### src/rtl/ex_muldiv_pkg.sv
// ex_muldiv_pkg: shared encodings for the EX-stage RV32M multiply/divide unit
package ex_muldiv_pkg;
  localparam logic [2:0] F3_MUL    = 3'b000;
  localparam logic [2:0] F3_MULH   = 3'b001;
  localparam logic [2:0] F3_MULHSU = 3'b010;
  localparam logic [2:0] F3_MULHU  = 3'b011;
  localparam logic [2:0] F3_DIV    = 3'b100;
  localparam logic [2:0] F3_DIVU   = 3'b101;
  localparam logic [2:0] F3_REM    = 3'b110;
  localparam logic [2:0] F3_REMU   = 3'b111;
  localparam int CTRL_MULDIV_BIT = 7;
  typedef enum logic [1:0] {S_IDLE, S_MUL, S_DIV, S_DONE} state_t;
endpackage

### src/rtl/ex_muldiv_if.sv
// ex_muldiv_if: EX-stage request/result bundle between pipeline and muldiv unit
interface ex_muldiv_if #(parameter int XLEN = 32);
  logic            start;
  logic [2:0]      funct3;
  logic [XLEN-1:0] op_a;
  logic [XLEN-1:0] op_b;
  logic            flush;
  logic            stall_req;
  logic            busy;
  logic            done;
  logic [XLEN-1:0] result;
  modport master (output start, funct3, op_a, op_b, flush, input stall_req, busy, done, result);
  modport slave (input start, funct3, op_a, op_b, flush, output stall_req, busy, done, result);
endinterface

### src/rtl/ex_div_iter.sv
// ex_div_iter: restoring divider on magnitudes; quo/rem show the value after the current step
module ex_div_iter #(parameter int W = 32) (
  input  logic         clk,
  input  logic         rst,
  input  logic         load,
  input  logic         en,
  input  logic [W-1:0] dividend,
  input  logic [W-1:0] divisor,
  output logic [W-1:0] quo,
  output logic [W-1:0] rem
);
  logic [W-1:0] r, q, d;
  logic [W:0]   sh, diff;
  always_comb begin
    sh   = {r, q[W-1]};
    diff = sh - {1'b0, d};
    quo  = {q[W-2:0], ~diff[W]};
    rem  = diff[W] ? sh[W-1:0] : diff[W-1:0];
  end
  always_ff @(posedge clk) begin
    if (rst) begin
      r <= '0;
      q <= '0;
      d <= '0;
    end else if (load) begin
      r <= '0;
      q <= dividend;
      d <= divisor;
    end else if (en) begin
      r <= rem;
      q <= quo;
    end
  end
endmodule

### src/rtl/ex_muldiv.sv
// ex_muldiv: iterative RV32M multiply/divide in EX, stalling the pipeline until done
module ex_muldiv
  import ex_muldiv_pkg::*;
#(
  parameter int XLEN = 32,
  parameter int ITER = 32
) (
  input logic        clk,
  input logic        rst,
  ex_muldiv_if.slave bus
);
  localparam int CW = $clog2(ITER) + 1;
  state_t st, st_n;
  logic [2:0] f3;
  logic neg_a, neg_b;
  logic [XLEN-1:0] mag_a;
  logic [2*XLEN-1:0] p, p_n, p_fix;
  logic [CW-1:0] cnt;
  logic sa, sb, na, nb, dz, ovf, special, accept, last, run;
  logic [XLEN-1:0] ma, mb, spec_res, q, r, q_fix, r_fix, fin;
  logic [XLEN:0] sum;
  assign sa       = bus.funct3[2] ? ~bus.funct3[0] : (bus.funct3[1:0] != 2'b11);
  assign sb       = bus.funct3[2] ? ~bus.funct3[0] : ~bus.funct3[1];
  assign na       = sa & bus.op_a[XLEN-1];
  assign nb       = sb & bus.op_b[XLEN-1];
  assign ma       = na ? -bus.op_a : bus.op_a;
  assign mb       = nb ? -bus.op_b : bus.op_b;
  assign dz       = bus.op_b == '0;
  assign ovf      = ~bus.funct3[0] & (bus.op_a == {1'b1, {(XLEN-1){1'b0}}}) & (&bus.op_b);
  assign special  = bus.funct3[2] & (dz | ovf);
  assign spec_res = bus.funct3[1] ? (dz ? bus.op_a : '0) : (dz ? '1 : {1'b1, {(XLEN-1){1'b0}}});
  assign accept   = (st == S_IDLE) & bus.start & ~bus.flush;
  assign run      = (st == S_MUL) | (st == S_DIV);
  assign last     = cnt == CW'(ITER - 1);
  // Right-shifting shift-add: the multiplier drains out of the low half as the product fills in.
  assign sum      = {1'b0, p[2*XLEN-1:XLEN]} + (p[0] ? {1'b0, mag_a} : '0);
  assign p_n      = {sum, p[XLEN-1:1]};
  assign p_fix    = (neg_a ^ neg_b) ? -p_n : p_n;
  assign q_fix    = (neg_a ^ neg_b) ? -q : q;
  assign r_fix    = neg_a ? -r : r;
  assign fin      = (st == S_IDLE) ? spec_res :
                    (st == S_MUL) ? ((f3 == F3_MUL) ? p_fix[XLEN-1:0] : p_fix[2*XLEN-1:XLEN]) :
                    (f3[1] ? r_fix : q_fix);
  ex_div_iter #(.W(XLEN)) u_div (
    .clk(clk), .rst(rst), .load(accept), .en(st == S_DIV),
    .dividend(ma), .divisor(mb), .quo(q), .rem(r)
  );
  always_comb begin
    st_n          = st;
    bus.busy      = run;
    bus.done      = st == S_DONE;
    bus.stall_req = accept | run;
    if (bus.flush) st_n = S_IDLE;
    else if (accept) st_n = !bus.funct3[2] ? S_MUL : special ? S_DONE : S_DIV;
    else if (run && last) st_n = S_DONE;
    else if (st == S_DONE) st_n = S_IDLE;
  end
  always_ff @(posedge clk) begin
    if (rst) st <= S_IDLE;
    else st <= st_n;
  end
  always_ff @(posedge clk) begin
    if (rst) begin
      f3         <= '0;
      neg_a      <= 1'b0;
      neg_b      <= 1'b0;
      mag_a      <= '0;
      p          <= '0;
      cnt        <= '0;
      bus.result <= '0;
    end else begin
      if (accept) begin
        f3    <= bus.funct3;
        neg_a <= na;
        neg_b <= nb;
        mag_a <= ma;
        p     <= {{XLEN{1'b0}}, mb};
        cnt   <= '0;
      end else if (run) begin
        cnt <= cnt + 1'b1;
        if (st == S_MUL) p <= p_n;
      end
      if (st_n == S_DONE) bus.result <= fin;
    end
  end
endmodule

### src/flat_wrapper.sv
// flat-port wrapper written by rule: the top's interface ports become plain ports
module ex_muldiv_flat import ex_muldiv_pkg::*;
#(
  parameter int XLEN = 32,
  parameter int ITER = 32
)
  (clk, rst, bus_start, bus_funct3, bus_op_a, bus_op_b, bus_flush, bus_stall_req, bus_busy, bus_done, bus_result);
  ex_muldiv_if #(.XLEN(XLEN)) bus_i ();
  input logic clk;
  input logic rst;
  input wire logic [$bits(bus_i.start)-1:0] bus_start;
  input wire logic [$bits(bus_i.funct3)-1:0] bus_funct3;
  input wire logic [$bits(bus_i.op_a)-1:0] bus_op_a;
  input wire logic [$bits(bus_i.op_b)-1:0] bus_op_b;
  input wire logic [$bits(bus_i.flush)-1:0] bus_flush;
  output wire logic [$bits(bus_i.stall_req)-1:0] bus_stall_req;
  output wire logic [$bits(bus_i.busy)-1:0] bus_busy;
  output wire logic [$bits(bus_i.done)-1:0] bus_done;
  output wire logic [$bits(bus_i.result)-1:0] bus_result;
  assign bus_i.start = bus_start;
  assign bus_i.funct3 = bus_funct3;
  assign bus_i.op_a = bus_op_a;
  assign bus_i.op_b = bus_op_b;
  assign bus_i.flush = bus_flush;
  assign bus_stall_req = bus_i.stall_req;
  assign bus_busy = bus_i.busy;
  assign bus_done = bus_i.done;
  assign bus_result = bus_i.result;
  ex_muldiv #(.XLEN(XLEN), .ITER(ITER)) u_core (.clk(clk), .rst(rst), .bus(bus_i));
endmodule
### config.mk
export PLATFORM = sky130hd
export DESIGN_NAME = ex_muldiv_flat
export DESIGN_NICKNAME = d
export VERILOG_FILES = /design/src/rtl/ex_muldiv_pkg.sv /design/src/rtl/ex_muldiv_if.sv /design/src/rtl/ex_div_iter.sv /design/src/rtl/ex_muldiv.sv /design/src/flat_wrapper.sv
export SDC_FILE = /design/constraint.sdc
export NUM_CORES = 1
export LEC_CHECK = 0
export CAP_MARGIN = 15
export CORE_UTILIZATION = 50
export CTS_CLUSTER_DIAMETER = 50
export CTS_CLUSTER_SIZE = 8
export DETAILED_ROUTE_END_ITERATION = 10
export GPL_ROUTABILITY_DRIVEN = 0
export PLACE_DENSITY = 0.7
export SLEW_MARGIN = 40
export SYNTH_ARGS = -nofsm -noshare
export SYNTH_HDL_FRONTEND = slang
export SYNTH_SLANG_ARGS = --single-unit
### constraint.sdc
create_clock -name clk -period 6.41 [get_ports clk]
set_input_delay 1.6025 -clock clk [delete_from_list [all_inputs] [get_ports clk]]
set_output_delay 1.6025 -clock clk [all_outputs]
set_load 0.05 [all_outputs]
* After elaboration in Yosys (flattened, before gate mapping)
Index checks and enable logic that the tools add are counted.
** Operators by class
- Add/sub/neg operators :: 8
- Eq/ne operators :: 7
- Multiplexer cells :: 27
- Bitwise operators :: 15
- Reductions and logical operators :: 11
** Operators by type and width (count)
- $mux W32 :: 17
- $neg A32 Y32 :: 4
- $mux W64 :: 1
- $neg A64 Y64 :: 1
- $add A32 B32 Y33 :: 1
- $sub A33 B32 Y33 :: 1
- $eq A32 B32 Y1 const B :: 1
- $logic_not A32 Y1 :: 1
- $reduce_and A32 Y1 :: 1
- $mux W31 :: 1
- $mux W2 :: 5
- $and A1 B1 Y1 :: 7
- $add A6 B1 Y6 const B :: 1
- $eq A2 B2 Y1 const B :: 3
- $eq A6 B5 Y1 const B :: 1
- $reduce_bool A2 Y1 :: 3
- $not A1 Y1 :: 4
- $reduce_and A2 Y1 :: 2
- $logic_not A3 Y1 :: 1
- $mux W1 :: 3
- $or A1 B1 Y1 :: 3
- $eq A2 B1 Y1 const B :: 1
- $logic_not A2 Y1 :: 1
- $ne A2 B2 Y1 const B :: 1
- 3 further kinds :: 3
** Word-level totals
- Bits in registers :: 237
- Input port bits :: 71
- Output and inout bits :: 35
- Word-level logic and storage cells :: 80

* Logic depth before layout (Yosys ltp)
Gate-level depths: netlist of run 1.
- Depth after elaboration :: 10
- Mapped depth :: 23
- Gate-level depth less buffers :: 21

* Cells and area by module
Synthesis of run 1 repeated with hierarchy kept, for this count alone.
** Second synthesis, totals
- Cell total of the unflattened synthesis :: 2662
- Area total of the unflattened synthesis :: 19573.8 µm²
** By module, submodules not included
- ex_muldiv :: times used 1, cells an instance 1852, area each 13269.0 µm², sequential area each 2822.7 µm²
- ex_div_iter :: times used 1, cells an instance 810, area each 6304.8 µm², sequential area each 1921.8 µm²

* Worst setup path before layout of run 1
No wires, ideal clock.
- Path type :: input to register
- Start :: input bus_op_b[12]
- End :: register u_core.bus.result[24]
- Setup time :: 0.139 ns
- Arrival :: 4.412 ns
- Required time :: 6.271 ns
- Slack :: 1.859 ns
- Cell stages on the path :: 11
- Path buffers :: 2
- Cells stage by stage :: or4_1 -> or3_1 -> nor4_4 -> nand2_1 -> nor3_2 -> o31ai_1 -> or2_1 -> clkbuf_1 -> clkbuf_1 -> a2111oi_0 -> a211oi_1
** On the way
- Cells in the longest elaborated chain, start to end :: 9
- Elaborated cells on any way between the ends :: 14
- Classes of those cells :: eq/ne: 1; mux: 8; bitwise: 3; reduce/logical: 2
** RTL lines
- start, declared :: RTL line flat_wrapper.sv:14 : input wire logic [$bits(bus_i.op_b)-1:0] bus_op_b;
- $reduce_and A32 Y1 :: RTL line ex_muldiv.sv:29 : assign ovf = ~bus.funct3[0] & (bus.op_a == {1'b1, {(XLEN-1){1'b0}}}) & (&bus.op_b);
- $and A1 B1 Y1 :: RTL line ex_muldiv.sv:29
- $or A1 B1 Y1 :: RTL line ex_muldiv.sv:30 : assign special = bus.funct3[2] & (dz | ovf);
- $and A1 B1 Y1 :: RTL line ex_muldiv.sv:30
- $mux W1 :: RTL line ex_muldiv.sv:54 : else if (accept) st_n = !bus.funct3[2] ? S_MUL : special ? S_DONE : S_DIV;
- $mux W2 (2 in a row) :: RTL line ex_muldiv.sv:54
- $mux W2 :: RTL line ex_muldiv.sv:53 : if (bus.flush) st_n = S_IDLE;
- $eq A2 B2 Y1 :: RTL line ex_muldiv.sv:83 : if (st_n == S_DONE) bus.result <= fin;
- end signal, assigned :: RTL line ex_muldiv.sv:83
- end, declared :: RTL line ex_muldiv_if.sv:13 : modport slave (input start, funct3, op_a, op_b, flush, output stall_req, busy, done, result);
Parallel ways exist; a longest one is shown, timed or not.
A chain may end at the register's enable or synchronous reset.

* Worst setup path in the final report of run 1
- Start :: register u_core.u_div.q[31]
- End :: register u_core.bus.result[28]
** On the way
- Cells in the longest elaborated chain, start to end :: 7
- Elaborated cells on any way between the ends :: 10
- Classes of those cells :: add/sub: 3; mux: 6; bitwise: 1
** RTL lines
- start, declared :: RTL line ex_div_iter.sv:12 : logic [W-1:0] r, q, d;
- start signal, assigned :: RTL line ex_div_iter.sv:27 : q <= dividend;
- start signal, assigned :: RTL line ex_div_iter.sv:31 : q <= quo;
- $sub A33 B32 Y33 :: RTL line ex_div_iter.sv:16 : diff = sh - {1'b0, d};
- $mux W32 / $not A1 Y1 (equally long branches) :: RTL line ex_div_iter.sv:18, ex_div_iter.sv:17
- $neg A32 Y32 (on tied branches) :: RTL line ex_muldiv.sv:40, ex_muldiv.sv:39
- $mux W32 (on tied branches) :: RTL line ex_muldiv.sv:40, ex_muldiv.sv:39
- $mux W32 * :: RTL line ex_muldiv.sv:43 : (f3[1] ? r_fix : q_fix);
- $mux W32 * :: RTL line ex_muldiv.sv:42 : (st == S_MUL) ? ((f3 == F3_MUL) ? p_fix[XLEN-1:0] : p_fix[2*XLEN-1:XLEN]) :
- $mux W32 * :: RTL line ex_muldiv.sv:41 : assign fin = (st == S_IDLE) ? spec_res :
Every way passes the cells marked *; elsewhere a longest branch is shown, timed or not.

==> reports/qor.csv, run 1 <==
metric,value,unit
status,"complete, no violations",
syn_inst,2606,
worst_slew_pin_slew,0.8427,ns
drt-total-wl,69870,µm
drive_above_1_share,6.361,%
grtUsageTotal,34.88,%
drc,0,
htree_levels,2,
grt_pass1_vias,18920,
hold_viol,0,
ys_seq_area_share,24.45,%
yosysTopAreaCellShare,24.45,%
fin_ws,0.9211,ns
synthMostInstantiatedCell,nor2_1,
ys_ff_latch,237,
period_needed,5.489,ns
nFillCells,3557,
ctsHoldBuffers,0,
peakVddDrop,0.0002102,V
grt_max_degree,91,
setup_viol,0,
clock_sinks,237,
cts_buffers,42,
hold_class,reg2reg,
dr.pass1.iters,7,
drt_iter0_drc,2443,
die_x,199.0,µm
grt_overflow_total,0,
cts_tree,built,
post_cts_resized,0,
cp-end-kind,flop,
pre_cts_ws,0.6206,ns
initial_utilization,51.17,%
synth_nets,2754,
max_freq,0.1822,GHz
nets,2767,
synth_flop_cell,dfxtp_1,
synth_common_cells,"nor2_1, a21oi_1, dfxtp_1",
start_kind,flop,
cp_data_arrival_time,5.95,ns
clockBufferDepth,3,
viasPerCell,6.599,
wl_per_cell,22.17,µm
finalMaxSlewViolations,0,
place_area,20790,µm²
dieArea,39610,µm²
rsz0062_at_grt,no,
cp.required,6.87,ns
final-seq-area,4745,µm²
synth-edff-count,0,
io_buffers,105,
synth_top_area_cell,dfxtp_1,
cts.clk_slew.worst_paths,0.05,ns
period_share,85.63,%
slew_headroom,43.39,%
coreArea,37930,µm²
clock_skew,0.01852,ns
yosys_warnings,0,
num_vias,20800,
areaGrowthSynthToFinish,14.09,%
stdcell_area,22140,µm²
die_y,199.0,µm
dp_hpwl,52950,µm
fp-row-count,71,
synth_area_leaders,"dfxtp_1, nor2_1, a21oi_1",
syn-cell-area,19410,µm²
grt_pass1_wl,107900,µm
crit_fanout,21,
grt_antenna_before_repair,1,
hold_slack,0.4540,ns
drv_cap,0,
power.leakage,8.168,nW
fin_total_pwr,5.318,mW
multi_input_area,13840,µm²
n_antenna_cell,0,
root_buffer,clkbuf_16,
io_pins,106,
final_antenna_net_count,0,
path_class,reg2reg,
p_per_area,240.2,nW/µm²
synthArstFlopShare,0,%
clk_latency,0.55,ns
tns,0,ns
postCtsSetupBuffers,0,
avgSynthCellArea,7.448,µm²
netlist-cell-type-count,105,
[where the power goes]
part           total, mW  leakage (nW)  switching [mW]  internal (mW)
sequential          1.61          1.93          0.0698           1.54
clock               2.19         0.660           0.784           1.41
combinational       1.52          5.58           0.990          0.527
total               5.32          8.17            1.84           3.47
[cells by family (layout without fill, tap and decap cells)]
logic type | Yosys count | in the layout | share of synthesized area [%]
fa+ha+maj | 77 | 77 | 5.041
simple gates | 900 | 900 | 22.67
xor+xnor | 211 | 211 | 9.522
flops | 237 | 237 | 24.45
compound gates | 847 | 847 | 28.84
mux | 87 | 87 | 4.616
buf+inv | 247 | 282 | 4.867
[path summary, 6_finish.rpt]
path	to	cells past startpoint	start	slack, ns
worst min-delay path	u_core.mag_a[24]$_SDFFE_PP0P_	1	u_core.mag_a[24]$_SDFFE_PP0P_	0.45
worst max register to register	u_core.bus.result[28]$_SDFFE_PP0N_	21	u_core.u_div.q[31]$_SDFFE_PP0P_	0.92
worst max-delay path	u_core.bus.result[28]$_SDFFE_PP0N_	21	u_core.u_div.q[31]$_SDFFE_PP0P_	0.92
worst min register to register	u_core.mag_a[24]$_SDFFE_PP0P_	1	u_core.mag_a[24]$_SDFFE_PP0P_	0.45
[area by class of cell]
cell class / instances / share of cell area, %
inverter: 83 / 1.407
multi-input combinational: 2122 / 62.52
sequential: 237 / 21.43
clock inverter: 12 / 0.6555
timing repair buffer: 133 / 5.735
clock buffer: 54 / 5.362
tap: 511 / 2.887
[layout by cell type (no fill, tap or decap), types with 81 or more instances in the layout]
cell type / netlist / final
inv_1: 81 / 81
a21oi_1: 243 / 242
nor3_1: 87 / 86
xor2_1: 90 / 89
nand2_1: 170 / 169
o21ai_0: 140 / 140
dfxtp_1: 237 / 237
clkdlybuf4s50_1: 0 / 104
xnor2_1: 121 / 120
nor2_1: 337 / 334
a211oi_1: 128 / 127
[state kept, by name, indices dropped and copies added, names as in the netlist]
register,cells
u_core.p,64
u_core.st,2
u_core.u_div.r,32
u_core.cnt,6
u_core.f3,3
u_core.u_div.d,32
u_core.mag_a,32
u_core.neg_b,1
u_core.neg_a,1
u_core.bus.result,32
u_core.u_div.q,32
[per-stage QoR]
stage	std cells	utilization [%]
4_1_cts	3152	58.32
6_report	3152	58.37
3_3_place_gp	3086	54.72
3_5_place_dp	3086	54.81
5_1_grt	3152	58.37
2_1_floorplan	2606	-
[worst max-delay path: stages (launching register included)]
cell,delay (ns)
dfxtp_1,0.37
inv_1,0.15
ha_1,0.20
inv_1,0.06
fa_1,0.43
a211oi_2,0.28
or3_4,0.20
a211oi_4,0.08
o21a_2,0.24
nor3_4,0.42
nor2_4,0.24
inv_2,0.30
ha_1,0.34
nand3_1,0.16
nor2_1,0.42
and2_1,0.29
nand2_1,0.09
o21ai_0,0.21
xnor2_1,0.22
o22ai_1,0.14
a211o_1,0.30
a311oi_1,0.24
[layer usage]
metal,track usage [%],vias up,share of wire (%)
met4,15.44,2,4.6
met5,0,-,0.010
met3,6.443,215,10
met2,52.54,1227,43
met1,48.12,9784,42
li1,-,9571,-
Power figures use the tool's default switching activity.
==> inputs of run 2 (changes only) <==
Settings changed: ABC_AREA set to 1, CORE_MARGIN set to 5, PLACE_DENSITY 0.7 to 0.69.
==> run 2 against run 1 <==
Sequential share of layout area down 1.2 points. Fmax increased by 10%. First-iteration DRC count grew 27%. Area after synthesis up 7.2%. Clock power hardly changed. Cell count grew 34%. Global-route usage shrank 1.9 points. Worst setup slack improved by 0.50 ns. Worst hold slack improved by 0.017 ns. Core utilization is 1.1 points lower. Critical endpoint is now bus_stall_req. Largest cell class unchanged. Largest power group unchanged. Highest routed layer unchanged.
==> reports/qor.csv, run 2 <==
metric,value,unit,change
largest_register_ffs,64,,unchanged
syn-cell-area,20800,µm²,+7.2%
synth-edff-count,0,,unchanged
synth_flop_cell,dfxtp_1,,
drv_cap,0,,unchanged
start_kind,input pin,,
die_y,214.0,µm,+7.5%
power.leakage,11.55,nW,+41%
status,"complete, no violations",,
areaGrowthSynthToFinish,12.97,%,
period_share,77.87,%,-7.8 points
cp_data_arrival_time,3.39,ns,-2.56 ns
dieArea,45780,µm²,+16%
period_needed,4.992,ns,-0.4973 ns
synthArstFlopShare,0,%,unchanged
nFillCells,4117,,+16%
synth_common_cells,"nand2_1, inv_1, nor2_1",,
synth_nets,3786,,+37%
initial_utilization,50.72,%,-0.45 points
clockBufferDepth,3,,unchanged
clkPwrFrac,37.0,%,-4.2 points
r2r_slack,1.46,ns,+0.54 ns
postCtsSetupBuffers,0,,unchanged
dp_hpwl,61580,µm,+16%
final_common_cell,nand2_1,,
dr.pass1.iters,6,,-1
switching_share,39.99,%,+5.3 points
io_buffers,105,,unchanged
netlist-cell-type-count,58,,-45%
grt_pass1_vias,21970,,+16%
syn_inst,3638,,+40%
clk_latency,0.58,ns,+0.03 ns
yosysTopAreaCellShare,22.81,%,-1.6 points
stdcell_area,23500,µm²,+6.1%
drt_iter0_drc,3098,,+27%
grtUsageTotal,33.01,%,-1.9 points
setup_viol,0,,unchanged
cp-end-kind,output port,,
holdPathStages,2,,+1
cts.clk_slew.worst_paths,0.05,ns,about the same
drt-total-wl,80280,µm,+15%
place_area,22100,µm²,+6.3%
p_int,3.604,mW,+3.7%
p_seq_share,27.4,%,-2.9 points
viasPerCell,5.947,,-9.9%
tns,0,ns,unchanged
p_per_area,255.6,nW/µm²,+6.4%
synth_top_area_cell,dfxtp_1,,
synth_area_leaders,"dfxtp_1, nand2_1, inv_1",,
cts_tree,built,,
coreArea,41020,µm²,+8.1%
grt_pass1_wl,123200,µm,+14%
grt_antenna_before_repair,4,,+3
crit_fanout,22,,+4.8%
final_cell_mix,"nand2_1, inv_1, nor2_1, a21oi_1, o21ai_0",,
nets,3810,,+38%
ys_seq_area_share,22.81,%,-1.6 points
drive_above_1_share,4.691,%,-1.7 points
reg2reg_depth,28,,+33%
clock_skew,0.01462,ns,-0.003896 ns
wl_per_cell,19.01,µm,-14%
grt_overflow_total,0,,unchanged
fp-row-count,74,,+4.2%
ys_ff_latch,237,,unchanged
htree_levels,2,,unchanged
cp.required,4.81,ns,-2.06 ns
clock_sinks,237,,unchanged
max_freq,0.2003,GHz,+10%
finalMaxSlewViolations,0,,unchanged
cts_buffers,44,,+4.8%
yosys_warnings,0,,unchanged
drc,0,,unchanged
root_buffer,clkbuf_16,,
slew_headroom,43.38,%,about the same
avgSynthCellArea,5.718,µm²,-23%
ctsHoldBuffers,0,,unchanged
num_vias,25110,,+21%
die_x,214.0,µm,+7.5%
top_register,u_core.p,,
p_comb_share,35.6,%,+7.1 points
synthMostInstantiatedCell,nand2_1,,
peakVddDrop,0.0002090,V,-0.60%
hold_slack,0.4712,ns,+0.01716 ns
post_cts_resized,0,,unchanged
path_class,in2out,,
final_antenna_net_count,0,,unchanged
p_sw,2.402,mW,+30%
worst_slew_pin_slew,0.8484,ns,+0.005700 ns
hold_class,reg2reg,,
fin_total_pwr,6.007,mW,+13%
rsz0062_at_grt,no,,
hold_viol,0,,unchanged
io_pins,106,,unchanged
grt_max_degree,97,,+6.6%
final_util,57.30,%,-1.1 points
==> run 2: critical path, cell delays in order <==
cell,delay [ns]
clkdlybuf4s50_1,0.45
inv_1,0.11
nand3_4,0.25
nand2_1,0.15
clkdlybuf4s50_1,0.82
==> run 2: worst paths after layout <==
path                                                      start                            endpoint
worst min register to register    u_core.mag_a[25]$_SDFFE_PP0P_       u_core.mag_a[25]$_SDFFE_PP0P_
worst min-delay path              u_core.mag_a[25]$_SDFFE_PP0P_       u_core.mag_a[25]$_SDFFE_PP0P_
worst max register to register  u_core.u_div.q[31]$_SDFFE_PP0P_  u_core.bus.result[28]$_SDFFE_PP0N_
worst max-delay path                                  bus_flush                       bus_stall_req
==> run 2: per-stage QoR <==
| stage | setup slack (ns) | std cells |
|---|---|---|
| after CTS | 1.407 | 4220 |
| after global routing | 1.063 | 4220 |
| after floorplan | 2.082 | 3638 |
| after detailed placement | 1.176 | 4148 |
| after global placement | 1.060 | 4148 |
| final | 1.418 | 4222 |
==> run 2: routing by layer <==
metal  GRT usage [%]  up-vias  part of all wire, %
li1                -    12020                    -
met1           46.69    11410                   42
met2           49.32     1472                   42
met3           7.017      196                   12
met4           12.75        4                  4.2
met5               0        -                0.039
==> run 2: cells by family after synthesis <==
kind of cell / Yosys count / share of synthesized area (%)
adder cells (fa/ha/maj): 77 / 4.703
AO/OA/AOI/OAI: 852 / 22.39
AND/OR/NAND/NOR: 1785 / 36.40
flip-flops: 237 / 22.81
buffers and inverters: 648 / 12.06
XOR/XNOR: 39 / 1.642
==> run 2: final cells by class <==
cell class / instances / area [µm²] / share of cell area [%]
well taps: 532 / 665.6 / 2.832
multi-input cells: 2753 / 13590 / 57.84
clock buffers: 54 / 1179 / 5.015
diodes: 2 / 5.005 / 0.02130
clock inverters: 18 / 215.2 / 0.9157
flip-flops and latches: 237 / 4745 / 20.19
inverters: 497 / 1866 / 7.938
repair buffers: 129 / 1234 / 5.249
==> run 2: power groups by stage <==
| stage | Combinational, mW | Sequential (mW) | Clock [mW] |
|---|---|---|---|
| 3_3_place_gp | 2.03 | 1.66 | 0 |
| 6_report | 2.14 | 1.64 | 2.22 |
| 2_1_floorplan | 1.54 | 1.64 | 0 |
| 3_5_place_dp | 2.07 | 1.66 | 0 |
| 4_1_cts | 2.08 | 1.64 | 2.24 |
| 5_1_grt | 2.37 | 1.65 | 2.32 |
